--- src/rtl/cpu_pkg.sv ---
// ============================================================================
// Module  : cpu_pkg
// Brief   : Shared word width, multiply/divide op codes and sequencer states.
// Revision: 1.0 - initial release
// ============================================================================
`default_nettype none

package cpu_pkg;

   localparam int WORD_W = 32;

   localparam logic OP_MUL = 1'b0;
   localparam logic OP_DIV = 1'b1;

   typedef enum logic [1:0] {
      IDLE = 2'd0,
      RUN  = 2'd1,
      FIX  = 2'd2,
      DONE = 2'd3
   } muldiv_state_t;

endpackage

`default_nettype wire

--- src/rtl/muldiv_step.sv ---
// ============================================================================
// Module  : muldiv_step
// Brief   : One combinational iteration: Booth add/sub + arithmetic shift
//           (MUL) or non-restoring shift + add/sub (DIV).
// Revision: 1.0 - initial release
// ============================================================================
`default_nettype none

module muldiv_step
   import cpu_pkg::*;
#(
   parameter int WIDTH = WORD_W
) (
   input  logic             i_op,
   input  logic [WIDTH:0]   i_acc,
   input  logic [WIDTH-1:0] i_q,
   input  logic             i_q_1,
   input  logic [WIDTH:0]   i_m,
   output logic [WIDTH:0]   o_acc,
   output logic [WIDTH-1:0] o_q,
   output logic             o_q_1
);

   logic [WIDTH:0] w_base;
   logic [WIDTH:0] w_addend;
   logic [WIDTH:0] w_sum;
   logic           w_use;
   logic           w_sub;

   always_comb begin
      w_base   = i_acc;
      w_use    = 1'b0;
      w_sub    = 1'b0;
      w_addend = '0;
      w_sum    = '0;
      o_acc    = '0;
      o_q      = '0;
      o_q_1    = 1'b0;

      if (i_op == OP_MUL) begin
         // Booth pair {q0, q-1}: 01 adds M, 10 subtracts M
         w_use  = (i_q[0] != i_q_1);
         w_sub  = i_q[0];
      end else begin
         w_base = {i_acc[WIDTH-1:0], i_q[WIDTH-1]};
         w_use  = 1'b1;
         w_sub  = ~i_acc[WIDTH];
      end

      w_addend = w_use ? (w_sub ? ~i_m : i_m) : '0;
      w_sum    = w_base + w_addend + {{WIDTH{1'b0}}, (w_use & w_sub)};

      if (i_op == OP_MUL) begin
         o_acc = {w_sum[WIDTH], w_sum[WIDTH:1]};
         o_q   = {w_sum[0], i_q[WIDTH-1:1]};
         o_q_1 = i_q[0];
      end else begin
         o_acc = w_sum;
         o_q   = {i_q[WIDTH-2:0], ~w_sum[WIDTH]};
      end
   end

endmodule

`default_nettype wire

--- src/rtl/mul_div_unit.sv ---
// ============================================================================
// Module  : mul_div_unit
// Brief   : Multi-cycle signed multiply/divide; WIDTH iterations then a
//           correction step. Optional MULDIV_UNSIGNED_EN adds unsigned_op.
// Revision: 1.0 - initial release
// ============================================================================
`default_nettype none

module mul_div_unit
   import cpu_pkg::*;
#(
   parameter int WIDTH = WORD_W
) (
   input  logic             clk,
   input  logic             clr,
   input  logic             start,
   input  logic             op,
`ifdef MULDIV_UNSIGNED_EN
   input  logic             unsigned_op,
`endif
   input  logic [WIDTH-1:0] a,
   input  logic [WIDTH-1:0] b,
   output logic             busy,
   output logic             done,
   output logic             div_by_zero,
   output logic [WIDTH-1:0] z_hi,
   output logic [WIDTH-1:0] z_lo
);

   localparam int                 c_CNT_W = (WIDTH > 1) ? $clog2(WIDTH) : 1;
   localparam logic [c_CNT_W-1:0] c_LAST  = c_CNT_W'(WIDTH - 1);

   muldiv_state_t      r_state;
   muldiv_state_t      w_state_nxt;
   logic [c_CNT_W-1:0] r_count;
   logic               r_op;
   logic               r_uns;
   logic [WIDTH-1:0]   r_a;
   logic [WIDTH-1:0]   r_b;
   logic [WIDTH:0]     r_acc;
   logic [WIDTH-1:0]   r_q;
   logic               r_q_1;
   logic [WIDTH:0]     r_m;
   logic [WIDTH-1:0]   r_z_hi;
   logic [WIDTH-1:0]   r_z_lo;
   logic               r_dbz;

   logic               w_in_uns;
   logic               w_a_neg;
   logic               w_b_neg;
   logic [WIDTH-1:0]   w_a_mag;
   logic [WIDTH-1:0]   w_b_mag;
   logic [WIDTH:0]     w_step_acc;
   logic [WIDTH-1:0]   w_step_q;
   logic               w_step_q_1;
   logic [WIDTH-1:0]   w_rem;
   logic [WIDTH-1:0]   w_fix_hi;
   logic [WIDTH-1:0]   w_fix_lo;
   logic               w_fix_dbz;

`ifdef MULDIV_UNSIGNED_EN
   assign w_in_uns = unsigned_op;
`else
   assign w_in_uns = 1'b0;
`endif

   assign w_a_neg = ~w_in_uns & a[WIDTH-1];
   assign w_b_neg = ~w_in_uns & b[WIDTH-1];
   assign w_a_mag = w_a_neg ? (~a + 1'b1) : a;
   assign w_b_mag = w_b_neg ? (~b + 1'b1) : b;

   muldiv_step #(
      .WIDTH (WIDTH)
   ) u_step (
      .i_op  (r_op),
      .i_acc (r_acc),
      .i_q   (r_q),
      .i_q_1 (r_q_1),
      .i_m   (r_m),
      .o_acc (w_step_acc),
      .o_q   (w_step_q),
      .o_q_1 (w_step_q_1)
   );

   always_ff @(posedge clk) begin
      if (clr) r_state <= IDLE;
      else     r_state <= w_state_nxt;
   end

   always_comb begin
      w_state_nxt = r_state;
      busy        = 1'b0;
      done        = 1'b0;
      case (r_state)
         IDLE: if (start) w_state_nxt = RUN;
         RUN: begin
            busy = 1'b1;
            if (r_count == c_LAST) w_state_nxt = FIX;
         end
         FIX: begin
            busy        = 1'b1;
            w_state_nxt = DONE;
         end
         DONE: begin
            done        = 1'b1;
            w_state_nxt = IDLE;
         end
         default: w_state_nxt = IDLE;
      endcase
   end

   // Final restore and sign fix-up; the MUL hi word adds a back in when an
   // unsigned multiplier was seen by Booth as negative.
   always_comb begin
      w_rem     = r_acc[WIDTH] ? (r_acc[WIDTH-1:0] + r_m[WIDTH-1:0]) : r_acc[WIDTH-1:0];
      w_fix_dbz = 1'b0;
      w_fix_hi  = '0;
      w_fix_lo  = '0;
      if (r_op == OP_MUL) begin
         w_fix_hi = r_acc[WIDTH-1:0] + ((r_uns && r_b[WIDTH-1]) ? r_a : '0);
         w_fix_lo = r_q;
      end else if (r_b == '0) begin
         w_fix_dbz = 1'b1;
         w_fix_hi  = r_a;
         w_fix_lo  = '1;
      end else begin
         w_fix_lo = (!r_uns && (r_a[WIDTH-1] ^ r_b[WIDTH-1])) ? (~r_q + 1'b1) : r_q;
         w_fix_hi = (!r_uns && r_a[WIDTH-1]) ? (~w_rem + 1'b1) : w_rem;
      end
   end

   always_ff @(posedge clk) begin
      if (clr) begin
         r_count <= '0;
         r_op    <= OP_MUL;
         r_uns   <= 1'b0;
         r_a     <= '0;
         r_b     <= '0;
         r_acc   <= '0;
         r_q     <= '0;
         r_q_1   <= 1'b0;
         r_m     <= '0;
         r_z_hi  <= '0;
         r_z_lo  <= '0;
         r_dbz   <= 1'b0;
      end else begin
         case (r_state)
            IDLE: begin
               if (start) begin
                  r_count <= '0;
                  r_op    <= op;
                  r_uns   <= w_in_uns;
                  r_a     <= a;
                  r_b     <= b;
                  r_acc   <= '0;
                  r_q_1   <= 1'b0;
                  if (op == OP_MUL) begin
                     r_q <= b;
                     r_m <= {w_a_neg, a};
                  end else begin
                     r_q <= w_a_mag;
                     r_m <= {1'b0, w_b_mag};
                  end
               end
            end
            RUN: begin
               r_count <= r_count + 1'b1;
               r_acc   <= w_step_acc;
               r_q     <= w_step_q;
               r_q_1   <= w_step_q_1;
            end
            FIX: begin
               r_z_hi <= w_fix_hi;
               r_z_lo <= w_fix_lo;
               r_dbz  <= w_fix_dbz;
            end
            default: ;
         endcase
      end
   end

   assign z_hi        = r_z_hi;
   assign z_lo        = r_z_lo;
   assign div_by_zero = r_dbz;

endmodule

`default_nettype wire

--- config.mk ---
export PLATFORM = sky130hd
export DESIGN_NAME = mul_div_unit
export DESIGN_NICKNAME = d
export VERILOG_FILES = /design/src/rtl/cpu_pkg.sv /design/src/rtl/muldiv_step.sv /design/src/rtl/mul_div_unit.sv
export SDC_FILE = /design/constraint.sdc
export NUM_CORES = 1
export LEC_CHECK = 0
export ABC_AREA = 1
export BUFFER_PORTS_ARGS = -buffer_cell sky130_fd_sc_hd__buf_4
export CORE_UTILIZATION = 50
export CTS_CLUSTER_SIZE = 12
export DETAILED_ROUTE_END_ITERATION = 10
export PLACE_DENSITY_LB_ADDON = 0.25
export SETUP_SLACK_MARGIN = 0.3
export SLEW_MARGIN = 10
export SYNTH_ARGS = -nofsm -noshare
export SYNTH_HDL_FRONTEND = slang
export SYNTH_HIERARCHICAL = 1
export SYNTH_SLANG_ARGS = --single-unit
--- constraint.sdc ---
create_clock -name clk -period 4.6 [get_ports clk]
set_input_delay 0 -clock clk [delete_from_list [all_inputs] [get_ports clk]]
set_output_delay 0 -clock clk [all_outputs]
set_load 0.05 [all_outputs]
======== Word-level counts from Yosys, hierarchy flattened ========
Index checks and enable logic that the tools add are counted.
cells by class
  $add $sub $neg .......................... 8
  eq/ne operators ......................... 7
  mux-type cells .......................... 34
  bitwise gates (word level) .............. 9
  reduce and logical (&&, ||, !) cells .... 7
operators by type and width
  operator               count
  $mux 32                13
  $mux 33                5
  $add 32x1->32 const B  4
  $not 32->32            4
  $pmux 33 s2            1
  $pmux 32 s2            1
  $add 33x1->33          1
  $add 33x33->33         1
  $not 33->33            1
  $add 32x32->32         1
  $logic_not 32->1       1
  $pmux 5 s2             1
  $mux 1                 8
  $pmux 2 s4             1
  $reduce_and 2->1       3
  $add 5x1->5 const B    1
  $eq 5x5->1 const B     1
  $mux 5                 1
  $eq 2x2->1 const B     2
  $mux 2                 2
  $ne 2x2->1 const B     2
  $eq 2x1->1 const B     1
  $logic_not 2->1        1
  $not 1->1              2
  other kinds (6)        6
word-level totals
  register bits after elaboration ......... 236
  output and inout port bits .............. 67

======== Logic depth before layout (Yosys ltp) ========
Gate-level depths: netlist of run 1.
  depth after elaboration ................. 9
  depth in mapped cells ................... 24

======== Cells and area by module ========
Netlist of run 1, hierarchy kept.
modules (own cells, without submodules)
  module        instances  cells each  area an instance (µm²)  sequential area each (µm²)
  mul_div_unit  1          2511        15722.6                 4724.5
  muldiv_step   1          872         4068.9                  0.0

======== Least setup slack after synthesis of run 1 ========
Ideal clock, no wire load.
  kind .................................... reg-to-reg
  start point ............................. reg r_op
  end point ............................... reg r_q[0]
  library setup time ...................... 95 ps
  arrival time ............................ 2827 ps
  data required time ...................... 4505 ps
  path slack .............................. 1677 ps
  stages on the path, launching flop included .. 23
  buffers on the path ..................... 1
  cells stage by stage .................... dfxtp_1 > nand2_1 > nand2_1 > inv_2 > buf_2 > or2_2 > nand3_1 > fa_1 > inv_1 > fa_1 > nand2_1 > nand2_1 > nand3_1 > nand2_2 > nand2_2 > nand2_2 > nand2_2 > nand2_2 > nand2_2 > nand3_1 > nand2_1 > a21oi_1 > a221oi_1
on the way
  word-level cells in the longest chain between the ends .. 8
  elaborated cells on any way between the ends .. 11
  classes of those cells .................. 2 x add/sub; 7 x mux; 2 x bitwise
ends and longest elaborated chain
  what                    RTL line             source
  from (decl)             mul_div_unit.sv:36   logic r_op;
  from (signal assigned)  mul_div_unit.sv:151  r_op <= op;
  $mux 1                  muldiv_step.sv:40    if (i_op == OP_MUL) begin
  $mux 33 (2 in series)   muldiv_step.sv:50    w_addend = w_use ? (w_sub ? ~i_m : i_m) : '0;
  $add 33x33->33          muldiv_step.sv:51    w_sum = w_base + w_addend + {{WIDTH{1'b0}}, (w_use & w_sub)};
  $add 33x1->33           muldiv_step.sv:51
  $not 1->1               muldiv_step.sv:59    o_q = {i_q[WIDTH-2:0], ~w_sum[WIDTH]};
  $mux 32 (*)             muldiv_step.sv:53    if (i_op == OP_MUL) begin
  net w_step_q[0]         mul_div_unit.sv:54   logic [WIDTH-1:0] w_step_q;
  $pmux 32 s2 (*)         mul_div_unit.sv:147  case (r_state)
  to (signal assigned)    mul_div_unit.sv:161  r_q <= w_a_mag;
  to (signal assigned)    mul_div_unit.sv:169  r_q <= w_step_q;
  to (decl)               mul_div_unit.sv:41   logic [WIDTH-1:0] r_q;
The timed path passes the listed nets; every way through them passes the cells marked *.
A chain may end at the register's enable or synchronous reset.

======== Final worst setup path of run 1 ========
  start point ............................. reg r_q[0]
  end point ............................... reg r_q[0]
on the way
  word-level cells in the longest chain between the ends .. 8
  elaborated cells on any way between the ends .. 11
  classes of those cells .................. 2 x add/sub; 1 x eq/ne; 6 x mux; 2 x bitwise
ends and longest elaborated chain
  what                                  RTL line
  $mux 1 or $ne 1x1->1 (tied branches)  muldiv_step.sv:40, muldiv_step.sv:42
  $mux 33 or $mux 1 (tied branches)     muldiv_step.sv:50, muldiv_step.sv:40
  $mux 33                               muldiv_step.sv:50
  $add 33x33->33                        muldiv_step.sv:51
  $add 33x1->33 (*)                     muldiv_step.sv:51
  $not 1->1 (*)                         muldiv_step.sv:59
  $mux 32 (*)                           muldiv_step.sv:53
  net w_step_q[0]                       mul_div_unit.sv:54
  $pmux 32 s2 (*)                       mul_div_unit.sv:147
Marked as above.

==> results of run 1 <==
==> cells by family (layout without fill, tap and decap cells) <==
group,Yosys count,count (layout)
buffers and inverters,611,747
AOI/OAI and AO/OA,733,733
other,0,1
adders and majority gates,75,75
and+or+nand+nor,1656,1656
xor gates and xnor gates,68,68
muxes,4,4
DFF,236,236
==> per-stage QoR <==
| step | instance area, um^2 | util | hold slack, ps | instances |
|---|---|---|---|---|
| floorplan | 19800 | - | 145 | 3383 |
| global placement | 21100 | 0.543 | 329 | 3914 |
| detailed placement | 21100 | 0.543 | 333 | 3914 |
| CTS | 22700 | 0.585 | 14.7 | 4037 |
| global route | 22700 | 0.585 | 35.8 | 4038 |
| finish | 22700 | 0.585 | 55.8 | 4038 |
==> where the power goes <==
group	switching [mW]	internal [mW]	total [mW]	leakage, nW
logic	4.39	1.95	6.35	8.73
clock network	0.950	1.23	2.18	0.445
registers	0.655	2.60	3.25	1.94
total	6.00	5.78	11.8	11.1
==> state kept, by name (all words and copies together) (netlist names) <==
| register | cells |
|---|---|
| r_q | 32 |
| z_lo | 32 |
| div_by_zero | 1 |
| r_m | 33 |
| r_a | 32 |
| r_state | 2 |
| r_op | 1 |
| r_b | 32 |
| r_q_1 | 1 |
| r_acc | 33 |
| z_hi | 32 |
| r_count | 5 |
==> cell usage in the layout (no fill, tap or decap), drive strengths merged, types with 54 or more instances in the layout <==
cell and n:
nand2 1056, ha 72, dlygate4sd3 71, xor2 54
dfxtp 236, nand3 214, inv 458, nor2 282
a21oi 328, o21ai 264, buf 165
==> routing by layer <==
| layer | global-route usage | share of wire | vias up |
|---|---|---|---|
| li1 | - | - | 11200 |
| met3 | 0.0534 | 0.067 | 251 |
| met4 | 0.239 | 0.068 | 2 |
| met1 | 0.452 | 0.40 | 10600 |
| met5 | 0 | 0.00014 | - |
| met2 | 0.657 | 0.47 | 1030 |
==> cell type report <==
| type | count | area share |
|---|---|---|
| timing repair buffer | 236 | 0.0869 |
| tap | 518 | 0.0285 |
| clock buffer | 41 | 0.0356 |
| sequential | 236 | 0.208 |
| antenna | 1 | 0.000110 |
| multi-input combinational | 2536 | 0.560 |
| inverter | 459 | 0.0759 |
| clock inverter | 11 | 0.00413 |
==> worst paths after layout <==
kind	endpoint
min reg2reg	r_a[12]
min	r_a[16]
max	r_q[0]
max reg2reg	r_q[0]
==> worst register-to-register path, cell delays in order (launching register included) <==
cell	delay, ps
dfxtp_1	560
inv_1	250
o21ai_2	550
buf_4	370
o21ai_0	160
a21oi_1	180
ha_1	320
nand2_1	140
inv_1	50
nand2_1	60
nand2_1	60
inv_1	50
nand2_1	60
a21oi_1	260
nand2_2	110
nand2_2	70
nand3_1	90
nand2_1	90
a21oi_1	80
a221oi_1	280
==> what timing repair did <==
action | CTS | global route
endpoints found under the hold margin | 127 | 0
setup buffers | 0 | 0
hold buffers | 71 | 0
==> results by group, run 1 <==
Synthesis
  – Largest family of logic cells by synthesized area: simple AND/OR/NAND/NOR gates
  – Post-synthesis xor/xnor area fraction: 0.0305
  – Synth area leader: dfxtp_1
  – Post-Synth Simple-Gate Area: 0.355
  – Async S/R FF share, synth: 0
  – Synth Area in Adders: 0.0486
  – Compound-Gate Fraction of Synth Area: 0.206
  – Synthesized area: 0.0198 mm^2
  – EDFF count, synth: 0
  – Syn Inst Count: roughly 3,400
  – Yosys top cell area share: 0.239
  – Syn Nets: 3,526
  – Cell with the most instances after synthesis: nand2_1
  – Mean post-synth cell area: 5.85 um^2
  – Predominant post-synthesis flop cell: dfxtp_1
  – Synthesis Warnings: 6
  – Unique masters post-synth: 56
  – #FFs+latches synth: 236
  – Commonest cells in the synthesized netlist: 1,010 x nand2_1, 445 x inv_1, 322 x a21oi_1, 265 x nor2_1, 252 x o21ai_0
  – Ranking of synthesized cells by area: dfxtp_1 24%, nand2_1 19%, inv_1 8.4%, a21oi_1 8.1%, o21ai_0 6.4%
  – Mux contribution to synthesized area: 0.00202
  – Sequential fraction of the synthesis area: 0.239

Clock network
  – Total CTS buffers: 28
  – Root buf cell: clkbuf_16
  – TritonCTS clock tree: done
  – Cts repair resizes: 0
  – Htree depth: 1
  – Clock Sink Count: 236
  – CTS max path bufs: 3
  – Clock-pin transition on the worst setup and hold timing paths: 60 ps
  – Clk_lat worst skew: 600 ps

Cells and area
  – Area Overhead vs Synth: 14.7%
  – Nets: 3,640
  – Reg area: 0.00473 mm^2
  – Share of layout cells above drive strength 1: 0.0995
  – Multi-input gate area in the final layout: 0.0127 mm^2
  – FILL cells: about 3,900

Setup path
  – FF-to-FF setup slack: 690 ps
  – Critical path's most frequent cell: nand2_1
  – Worst setup path start: r_q[0]
  – Worst R2R Start: r_q[0]
  – Worst Path Required: 5060 ps
  – CP Launch Type: flip-flop
  – CP Depth: 19
  – WS Path Type: flip-flop to flip-flop
  – Crit-path max cell delay: 560 ps
  – Delay-heaviest family, CP: compound AO/OA/AOI/OAI gates
  – Reg2Reg Depth: 19
  – CP Buf/Inv Count: 4
  – Crit-path cells: inv_1 > o21ai_2 > buf_4 > o21ai_0 > a21oi_1 > ha_1 > nand2_1 > inv_1 > nand2_1 > nand2_1 > inv_1 > nand2_1 > a21oi_1 > nand2_2 > nand2_2 > nand3_1 > nand2_1 > a21oi_1 > a221oi_1
  – CP arrival: 4370 ps
  – Slowest-stage cell, CP: dfxtp_1
  – Crit end category: flip-flop
  – Worst Path Max Fanout: 23

STA
  – Post-route clock period utilization: 0.850
  – Clock skew: 41.8 ps
  – Final Hold Violating Endpoints: 0
  – Slew margin rel.: 0.300
  – Total negative slack: 0 ps
  – Worst slew pin tran: 1050 ps
  – Final WS setup: between 600 and 700 ps
  – Slew Viols, Final: 0
  – Final Critical Period: 3910 ps
  – Fmax: 256 MHz
  – RSZ-0062 raised after global routing: no
  – Final setup violating endpoints: 0

Global route
  – Grt total ovfl: 0
  – Vias in the first global route: 21,900
  – First-pass GRT wire length: 122,000 um
  – Initial antenna violation count: 2
  – Overall Global Routing Usage: 0.384
  – Largest net degree at the start of global routing: 99

Min path
  – Hold Crit Start: a[16]
  – Hold Path Depth: 5
  – Hold WC Path Type: input pin to flip-flop

Placement
  – Pre-CTS worst setup slack: roughly 850 ps
  – Placer Congestion: a little over 1
  – Number of port buffers: 134
  – Hpwl dp: ~61,000 um

Routing
  – Via Count: 23,100
  – Per-cell routed wire length: between 15 and 20 um
  – Via density: 5.71
  – Residual DRC: 0
  – Initial DRT Pass Iterations: 6
  – Routed WL: 79,300 um
  – Iter 0 DRT Violations: 2,323
  – ANT nets after route: 0

Run status
  – Status: finished clean

Power
  – Leak Pwr: 11.1 nW
  – Pwr dens: 519 mW/mm^2
  – PnR Total Power: 11.8 mW
  – Worst ir drop on vdd: 0.540 mV

Floorplan
  – Die span in x: 201 um
  – Die height: 201 um
  – Starting Density: 0.510
  – Row cnt: ~70
  – Die area: 0.0404 mm^2
  – Core area: 0.0388 mm^2
  – Number of top-level pins: 135

Flow run
  – Maxcap violations: 0
No activity file was read; power rests on OpenSTA's default activity.
==> inputs of run 2 (changes only) <==
- clock period: 4.6 -> 3.85 ns (I/O delays scaled with it)
==> results by group, run 2 (same netlist as run 1, synthesis figures left out) <==
Run status
  – Status: finished clean (unchanged)

Routing
  – Iter 0 DRT Violations: 2,218 (was 2,323)
  – Per-cell routed wire length: 19.6 um (about the same)
  – Via density: 5.72 (was 5.71)
  – ANT nets after route: 0 (unchanged)
  – Via Count: 23,100 (about the same)
  – Initial DRT Pass Iterations: 6 (unchanged)
  – Residual DRC: 0 (unchanged)
  – Routed WL: 79,300 um (about the same)

Global route
  – Overall Global Routing Usage: 0.384 (about the same)
  – Vias in the first global route: 21,900 (about the same)
  – Initial antenna violation count: 0 (was 2)
  – Grt total ovfl: 0 (unchanged)
  – Largest net degree at the start of global routing: 90 (was 99)
  – First-pass GRT wire length: 122,000 um (about the same)

Min path
  – Hold Path Depth: 5 (unchanged)
  – Hold WC Path Type: input pin to flip-flop (unchanged)
  – Hold Crit Start: a[16] (unchanged)

STA
  – Total negative slack: 0 ps (unchanged)
  – Final Hold Violating Endpoints: 0 (unchanged)
  – Slew Viols, Final: 0 (unchanged)
  – Worst slew pin tran: 1000 ps (was 1050 ps)
  – Slew margin rel.: 0.331 (was 0.300)
  – Fin Hold WS: 88.7 ps (was 55.8 ps)
  – Post-route clock period utilization: 0.876
  – Final WS setup: 479 ps (was 692 ps)
  – Clock skew: 11.7 ps (was 41.8 ps)
  – Final Critical Period: around 3400 ps
  – RSZ-0062 raised after global routing: no (unchanged)
  – Fmax: just under 300 MHz
  – Final setup violating endpoints: 0 (unchanged)

Setup path
  – Crit path to: r_q[23] (was r_q[0])
  – CP Launch Type: input pin (was flip-flop)
  – Worst setup path start: a[0] (was r_q[0])
  – CP arrival: 3880 ps (was 4370 ps)
  – Worst Path Max Fanout: 4 (was 23)
  – Crit end category: flip-flop (unchanged)
  – Reg2reg end: r_q[0] (unchanged)
  – Slowest-stage cell, CP: dlygate4sd3_1 (was dfxtp_1)
  – FF-to-FF setup slack: 510 ps (was 690 ps)
  – WS Path Type: input pin to flip-flop (was flip-flop to flip-flop)
  – Crit-path max cell delay: 560 ps (about the same)
  – Reg2Reg Depth: 21 (was 19)
  – Crit-path cells: dlygate4sd3_1 > buf_4 > inv_1 > nand3_1 > nor3_2 > nand3_1 > nand3b_1 > nor2_1 > nand3_1 > nor3_2 > nand2_1 > nand2_1 > a21oi_1 > o21ai_0 > dlygate4sd3_1 > nand2_1 > dlygate4sd3_1 > a21oi_1 (was inv_1 > o21ai_2 > buf_4 > o21ai_0 > a21oi_1 > ha_1 > nand2_1 > inv_1 > nand2_1 > nand2_1 > inv_1 > nand2_1 > a21oi_1 > nand2_2 > nand2_2 > nand3_1 > nand2_1 > a21oi_1 > a221oi_1)
  – Worst Path Required: 4360 ps (was 5060 ps)
  – Worst R2R Start: r_op (was r_q[0])

Cells and area
  – Area Overhead vs Synth: 15.7% (was 14.7%)
  – Post-route insts no fill: 4,048 (was 4,038)
  – Commonest non-fill, non-tap cell in the layout: nand2_1 (unchanged)
  – Fin area: 0.0229 mm^2 (was 0.0227 mm^2)
  – Largest regs: r_acc x33, r_m x33 (unchanged)
  – Commonest non-fill, non-tap cells in the layout: 1,009 x nand2_1, 443 x inv_1, 321 x a21oi_1 (was 1,009 x nand2_1, 443 x inv_1, 322 x a21oi_1)
  – Share of layout cells above drive strength 1: 0.103 (was 0.0995)
  – Layout Utilization: 0.590 (was 0.585)
  – Nets: 3,655 (was 3,640)
  – N_diodes: 0 (was 1)

Floorplan
  – Core area: 0.0388 mm^2 (unchanged)
  – Die area: 0.0404 mm^2 (unchanged)
  – Number of top-level pins: 135 (unchanged)
  – Starting Density: 0.510 (unchanged)
  – Row cnt: 72 (unchanged)
  – Die height: 201 um (unchanged)
  – Die span in x: 201 um (unchanged)

Clock network
  – TritonCTS clock tree: done (unchanged)
  – Clock-pin transition on the worst setup and hold timing paths: 60 ps (about the same)
  – Root buf cell: clkbuf_16 (unchanged)
  – Clock Sink Count: 236 (unchanged)
  – Htree depth: 1 (unchanged)
  – Clk_lat worst skew: 580 ps (was 600 ps)
  – Total CTS buffers: 28 (unchanged)
  – CTS max path bufs: 3 (unchanged)

Placement
  – Post-Place Cell Area: 0.0212 mm^2 (was 0.0211 mm^2)
  – Pre-CTS worst setup slack: 447 ps (was 851 ps)
  – Cell total after placement: 3,927 (was 3,914)
  – Number of port buffers: 134 (unchanged)
  – Hpwl dp: 60,900 um (was 60,800 um)
  – Placer Congestion: 1.06 (was 1.01)

Power
  – PnR Total Power: 14.3 mW (was 11.8 mW)
  – Leak Pwr: 11.2 nW (was 11.1 nW)
  – Pwr dens: 624 mW/mm^2 (was 519 mW/mm^2)
  – Worst ir drop on vdd: 0.657 mV (was 0.540 mV)

Flow run
  – Maxcap violations: 0 (unchanged)
run 2: cell types whose count changed in the layout (fill, tap and decap cells not counted), sizes merged:
cell,change
bufinv,+2
buf,+13
diode,-1
clkinvlp,-1
dlygate4sd3,+2
inv,-1
clkinv,-4
run 2: worst min-delay path by stage:
stage | endpoint | slack (ps)
final | r_a[16] | 90
after global routing | r_a[16] | 80
after CTS | r_a[16] | 20
after detailed placement | r_a[1] | 320
after global placement | r_a[1] | 320
after floorplan | r_a[1] | 140
run 2: repair_timing:
action                                  CTS  global route
hold endpoints to repair                127             0
gates resized for setup                   0             8
hold buffers                             73             0
buffers inserted                          0             0
endpoints found under the setup margin    0            27
run 2: cell type report:
class	instances	area (um^2)
clock buffers	41	840
inverters	459	1720
flip-flops and latches	236	4730
fillers	3894	15900
clock inverters	7	121
well taps	518	648
repair buffers	251	2100
multi-input cells	2536	12700
run 2: report_power, final:
group	total, mW	internal, mW	switching, mW
clock	2.78	1.64	1.13
sequential	3.85	3.10	0.749
combinational	7.65	2.39	5.27
run 2: critical path: cells and delay by family:
family / cells / cell delay, ps
AO/OA/AOI/OAI: 3 / 270
AND/OR/NAND/NOR: 10 / 1650
buffers and inverters: 5 / 1960
run 2: layer usage:
| metal | vias up | share of wire | GRT usage |
|---|---|---|---|
| met5 | - | 0 | 0 |
| met3 | 266 | 0.070 | 0.0482 |
| li1 | 11200 | - | - |
| met4 | 0 | 0.078 | 0.255 |
| met1 | 10600 | 0.39 | 0.457 |
| met2 | 1089 | 0.46 | 0.648 |
